**config.mk**
```make
export PLATFORM = sky130hd
export DESIGN_NAME = rsp_dist
export DESIGN_NICKNAME = d
export VERILOG_FILES = /design/src/rtl/cae_rsp_pkg.sv /design/src/rtl/rsp_credit_ctr.sv /design/src/rtl/rsp_dist.sv
export SDC_FILE = /design/constraint.sdc
export NUM_CORES = 1
export LEC_CHECK = 0
export CORE_ASPECT_RATIO = 1.75
export CORE_MARGIN = 4
export CORE_UTILIZATION = 41
export DETAILED_ROUTE_END_ITERATION = 8
export GPL_ROUTABILITY_DRIVEN = 0
export PLACE_DENSITY = 0.75
export SLEW_MARGIN = 20
export SYNTH_ARGS = -nofsm -noshare
export SYNTH_HDL_FRONTEND = slang
export SYNTH_HIERARCHICAL = 1
export SYNTH_SLANG_ARGS = --single-unit
```
**constraint.sdc**
```tcl
create_clock -name clk167 -period 2.7 [get_ports clk167]
set_input_delay 0.405 -clock clk167 [delete_from_list [all_inputs] [get_ports clk167]]
set_output_delay 0.405 -clock clk167 [all_outputs]
set_load 0.05 [all_outputs]
```
**src/rtl/cae_rsp_pkg.sv**
```systemverilog
// Shared widths and bit positions for the MC response path.
package cae_rsp_pkg;
    localparam int RSP_RDCTL_W  = 32;
    localparam int RSP_DATA_W   = 64;
    localparam int RSP_PORT_LSB = 24;
    localparam int RSP_PORT_MSB = 31;
    localparam int MAX_PORTS    = 8;
endpackage

```
**src/rtl/rsp_credit_ctr.sv**
```systemverilog
// Per-port credit counter: spends one credit per grant, regains one per return,
// saturating at CREDITS and flagging any return that would push it past full.
module rsp_credit_ctr #(
    parameter int CREDITS = 4,
    parameter int CRED_W  = 4
) (
    input  logic clk167,
    input  logic reset167_,
    input  logic grant,
    input  logic ret,
    output logic has_credit,
    output logic overflow
);
    localparam logic [CRED_W-1:0] CRED_FULL = CRED_W'(CREDITS);

    logic [CRED_W-1:0] cred;

    assign has_credit = (cred != '0);
    assign overflow   = ret & ~grant & (cred == CRED_FULL);

    always_ff @(posedge clk167 or negedge reset167_) begin
        if (!reset167_) begin
            cred <= CRED_FULL;
        end else if (grant && !ret) begin
            cred <= cred - 1'b1;
        end else if (ret && !grant && (cred != CRED_FULL)) begin
            cred <= cred + 1'b1;
        end
    end
endmodule

```
**src/rtl/rsp_dist.sv**
```systemverilog
// Response distributor: lowest-index credit-gated grant, registered per-port delivery.
// Optional RSP_DIST_PERF_EN adds per-port delivery/stall counters with a select port.
module rsp_dist
    import cae_rsp_pkg::*;
#(
    parameter int NPORTS  = 8,
    parameter int CREDITS = 4,
    parameter int CRED_W  = 4
) (
    input  logic                   clk167,
    input  logic                   reset167_,
    input  logic [NPORTS-1:0]      p_rsp_,
    input  logic                   rsp_last,
    input  logic [RSP_RDCTL_W-1:0] rsp_rdctl,
    input  logic [RSP_DATA_W-1:0]  rsp_data,
    output logic [NPORTS-1:0]      p_grant,
    output logic [NPORTS-1:0]      o_vld,
    output logic                   o_last,
    output logic [RSP_RDCTL_W-1:0] o_rdctl,
    output logic [RSP_DATA_W-1:0]  o_data,
    input  logic [NPORTS-1:0]      p_cred_ret,
`ifdef RSP_DIST_PERF_EN
    input  logic [2:0]             perf_sel,
    output logic [31:0]            perf_dlv,
    output logic [31:0]            perf_stl,
`endif
    output logic                   cred_alarm,
    output logic                   multi_alarm
);
    logic [NPORTS-1:0] req;
    logic [NPORTS-1:0] lowest;
    logic [NPORTS-1:0] has_credit;
    logic [NPORTS-1:0] overflow;
    logic              multi_req;

    // Reset gates the request vector so no grant can escape while in reset.
    assign req       = ~p_rsp_ & {NPORTS{reset167_}};
    assign lowest    = req & (~req + NPORTS'(1));
    assign multi_req = ((req & (req - NPORTS'(1))) != '0);
    assign p_grant   = lowest & has_credit;

    for (genvar i = 0; i < NPORTS; i++) begin : g_cred
        rsp_credit_ctr #(
            .CREDITS (CREDITS),
            .CRED_W  (CRED_W)
        ) u_ctr (
            .clk167     (clk167),
            .reset167_  (reset167_),
            .grant      (p_grant[i]),
            .ret        (p_cred_ret[i]),
            .has_credit (has_credit[i]),
            .overflow   (overflow[i])
        );
    end

    always_ff @(posedge clk167 or negedge reset167_) begin
        if (!reset167_) begin
            o_vld   <= '0;
            o_last  <= 1'b0;
            o_rdctl <= '0;
            o_data  <= '0;
        end else begin
            o_vld <= p_grant;
            if (p_grant != '0) begin
                o_last  <= rsp_last;
                o_rdctl <= rsp_rdctl;
                o_data  <= rsp_data;
            end
        end
    end

    always_ff @(posedge clk167 or negedge reset167_) begin
        if (!reset167_) begin
            cred_alarm  <= 1'b0;
            multi_alarm <= 1'b0;
        end else begin
            cred_alarm  <= cred_alarm | (overflow != '0);
            multi_alarm <= multi_alarm | multi_req;
        end
    end

`ifdef RSP_DIST_PERF_EN
    // Counters are sized for MAX_PORTS so perf_sel indexes cleanly; unused ports stay 0.
    logic [MAX_PORTS-1:0] grant_pad;
    logic [MAX_PORTS-1:0] stall_pad;
    logic [31:0]          dlv_cnt [MAX_PORTS];
    logic [31:0]          stl_cnt [MAX_PORTS];

    assign grant_pad = MAX_PORTS'(p_grant);
    assign stall_pad = MAX_PORTS'(req & ~has_credit);

    always_ff @(posedge clk167 or negedge reset167_) begin
        if (!reset167_) begin
            for (int i = 0; i < MAX_PORTS; i++) begin
                dlv_cnt[i] <= '0;
                stl_cnt[i] <= '0;
            end
            perf_dlv <= '0;
            perf_stl <= '0;
        end else begin
            for (int i = 0; i < MAX_PORTS; i++) begin
                if (grant_pad[i]) dlv_cnt[i] <= dlv_cnt[i] + 32'd1;
                if (stall_pad[i]) stl_cnt[i] <= stl_cnt[i] + 32'd1;
            end
            perf_dlv <= dlv_cnt[perf_sel];
            perf_stl <= stl_cnt[perf_sel];
        end
    end
`endif
endmodule
```
==> impl_metrics.yaml <==
sta:
  finalHoldViolCount: 0
  fin_ws_ns: 0.0738
  final.min_clock_period_ns: 2.63
  period_share_pct: 97.3
  fmax_ghz: 0.381
  fin_worst_skew_ns: 0.0139
  worstMarginPinSlew_ns: 0.811
  maxSlewViolCount: 0
  tns_ns: 0
  relSlewSlack_pct: 45.9
  setup_viol: 0
global_route:
  grt_antenna_before_repair: 2
  grt_max_degree: 67
  grt_pass1_wl_mm: 29.2
  grt_pass1_vias: 5673
  grt_overflow: 0
  grtUsageTotal_pct: 20.1
logic_synthesis:
  seq_area_frac_synth_pct: 52.6
  synthTopCellsByArea: "dfrtp_1 (49%), mux2_2 (11%), mux2_1 (5.1%)"
  netlist_instances: 522
  synth_fp_nets: 645
  async_flop_share_pct: 100
  synth_edf_count: 0
  yosysTopAreaCellShare_pct: 49.4
  syn-mean-instance-area_sq_um: 12.7
  synth_top_flop_cell: "dfrtp_1"
  synth_cell_types: 39
  yosysWarningCount: 6
  synth.ff_latch_count: 139
  synth_largest_area_cell: "dfrtp_1"
  syn-cell-area_sq_um: 6640
pwr:
  switching_share_pct: 40.8
  ir_drop_mv: 0.537
  pwr-share-clk_pct: 22.7
  seqPwrFrac_pct: 32.0
  p_comb_share_pct: 45.2
  power_switching_mw: 4.15
  power.density_nw_per_um2: 998
  p_leak_nw: 4.11
  p_int_mw: 6.02
routing:
  first_iter_violations: 171
  post_drt_wl_per_cell_um: 18.3
  postRouteAntennaNets: 0
  drt-pass1-iter-count: 4
  drc: 0
  vias: 5366
  finalWirelength_mm: 18.4
  vias_per_cell: 5.33
finish:
  area.growth.synth_to_final_pct: 53.6
  layout-drive-gt1-share_pct: 27.0
  final_nets: 925
clocking:
  clk-insertion-delay-late_ns: 0.41
  clk_path_buf_depth: 2
  cts-buffers-inserted: 17
  h-tree-depth: 4
  clockRootBuffer: "clkbuf_16"
  cts.clk_slew.worst_paths_ns: 0.06
  clkSinkCount: 139
  cts_tree: "done"
run_status:
  status: "completed"
worst_setup_path:
  cp_slowest_stage_delay_ns: 0.69
  crit_arrival_ns: 2.97
  path_buf_inv: 0
  crit_path_max_fanout: 7
  critPathCaptureType: "flop"
  r2r-start: "g_cred[6].u_ctr/cred[2]"
  worstReg2RegEnd: "g_cred[6].u_ctr/cred[2]"
  cp_cell_sequence: "or4_2 > nand3b_1 > nor3_4 > nand2b_1 > xnor2_1 > ha_1 > or4b_4 > a21oi_1 > a31o_2"
  r2r_setup_slack_ns: 0.07
  path_class: "flop to flop"
  crit_slowest_cell: "or4_2"
  crit_family: "simple AND/OR/NAND/NOR gates"
  required_ns: 3.05
  start_kind: "flop"
  reg2regPathDepth: 9
place:
  port_buffers: 229
  dp_hpwl_mm: 14.2
  dp_worst_setup_slack_ns: -0.116
floorplan:
  die_h_um: 176
  io_pins: 230
  num_rows: 61
  start_util_pct: 41.8
  dieArea_sq_um: 18400
  die_w_um: 104
  core_area_sq_um: 15900
worst_hold_path:
  min_path_type: "primary input to async pin"
flow_run:
  maxCapViolCount: 0
metrics by stage:
stage	std cells	utilization (%)	power, mW	instance area [sq um]	hold WS, ns
5_1_grt	1006	64.2	10.7	10200	0.363
3_5_place_dp	970	60.3	7.91	9580	0.217
4_1_cts	1003	64.1	10.3	10200	0.351
2_1_floorplan	522	-	6.24	6720	0.109
3_3_place_gp	970	60.3	7.71	9580	0.217
6_report	1006	64.2	10.2	10200	0.363
logic make-up after synthesis:
logic type / Yosys count / synth area share [%]
and+or+nand+nor: 160 / 16.8
DFF: 139 / 52.6
muxes: 97 / 16.5
AOI/OAI and AO/OA: 80 / 7.73
buffers and inverters: 21 / 2.68
xor gates and xnor gates: 16 / 2.11
adders and majority gates: 9 / 1.66
layout by cell type (no fill, tap or decap), types with 9 or more instances in the layout:
cell	n
nor4_1	9
nand2b_1	18
dfrtp_1	131
mux2_1	30
clkdlybuf4s50_1	220
nor3_1	10
o21ai_0	18
buf_12	12
nand3b_1	20
nor2_1	12
mux2_2	67
nor3b_1	16
nand2_1	11
and2b_2	16
buf_4	46
clkbuf_16	17
a21oi_1	26
layout make-up:
class                           count  area, sq um
Multi-Input combinational cell    362         3060
Inverter                            2         7.51
Antenna cell                        2         5.00
Fill cell                        1255         5680
Clock inverter                     14          149
Sequential cell                   139         3490
Timing Repair Buffer              280         2810
Tap cell                          189          236
Clock buffer                       18          439
synth_stat cells, types with 10 or more instances:
library cell and number:
dfrtp_1 131, o21ai_0 18, nor3_1 13, nor3b_1 17
a21oi_1 26, nand3b_1 20, buf_6 12, mux2_2 67
nand2_1 11, nand2b_1 19, mux2_1 30, and2b_2 16
nor2_1 14, nor4_1 10
worst max-delay path by stage:
stage	to	startpoint	cells past startpoint
5_1_grt	g_cred[6].u_ctr/cred[2]	g_cred[6].u_ctr/cred[2]	9
3_3_place_gp	g_cred[2].u_ctr/cred[2]	p_rsp_[1]	10
6_report	g_cred[6].u_ctr/cred[2]	g_cred[6].u_ctr/cred[2]	9
4_1_cts	o_data[15]	g_cred[3].u_ctr/cred[2]	7
3_5_place_dp	g_cred[6].u_ctr/cred[2]	p_rsp_[1]	10
2_1_floorplan	g_cred[7].u_ctr/cred[2]	g_cred[7].u_ctr/cred[2]	8
layer usage:
metal	global-route usage [%]	vias to the layer above	part of all wire (%)
met5	0	-	0
met4	8.87	0	3.4
met3	4.43	33	4.0
met2	39.1	171	57
met1	20.0	2663	36
li1	-	2499	-
worst register-to-register path, stage by stage (launching register included):
cell and delay [ns]:
dfstp_2 0.40, or4_2 0.69, nand3b_1 0.19, nor3_4 0.06, nand2b_1 0.10, xnor2_1 0.08
ha_1 0.23, or4b_4 0.50, a21oi_1 0.18, a31o_2 0.13
state kept, by name, summed over array words and instances, names as in the netlist:
signal,cells
g_cred.u_ctr/cred,32
o_rdctl,32
o_last,1
o_data,64
o_vld,8
cred_alarm,1
multi_alarm,1
power groups by stage:
stage / combinational [mW] / sequential [mW] / clock [mW]
final: 4.60 / 3.26 / 2.31
after global routing: 4.85 / 3.35 / 2.48
after CTS: 4.62 / 3.26 / 2.38
after detailed placement: 4.62 / 3.29 / 0
after global placement: 4.48 / 3.23 / 0
after floorplan: 1.54 / 4.71 / 0
what timing repair did:
item                                   CTS  global route
gates resized for setup                  0             1
endpoints found under the hold margin    6             0
hold buffers                             1             0
setup buffers                            0             1
setup endpoints to repair                0            61
No activity file was read; power rests on OpenSTA's default activity.
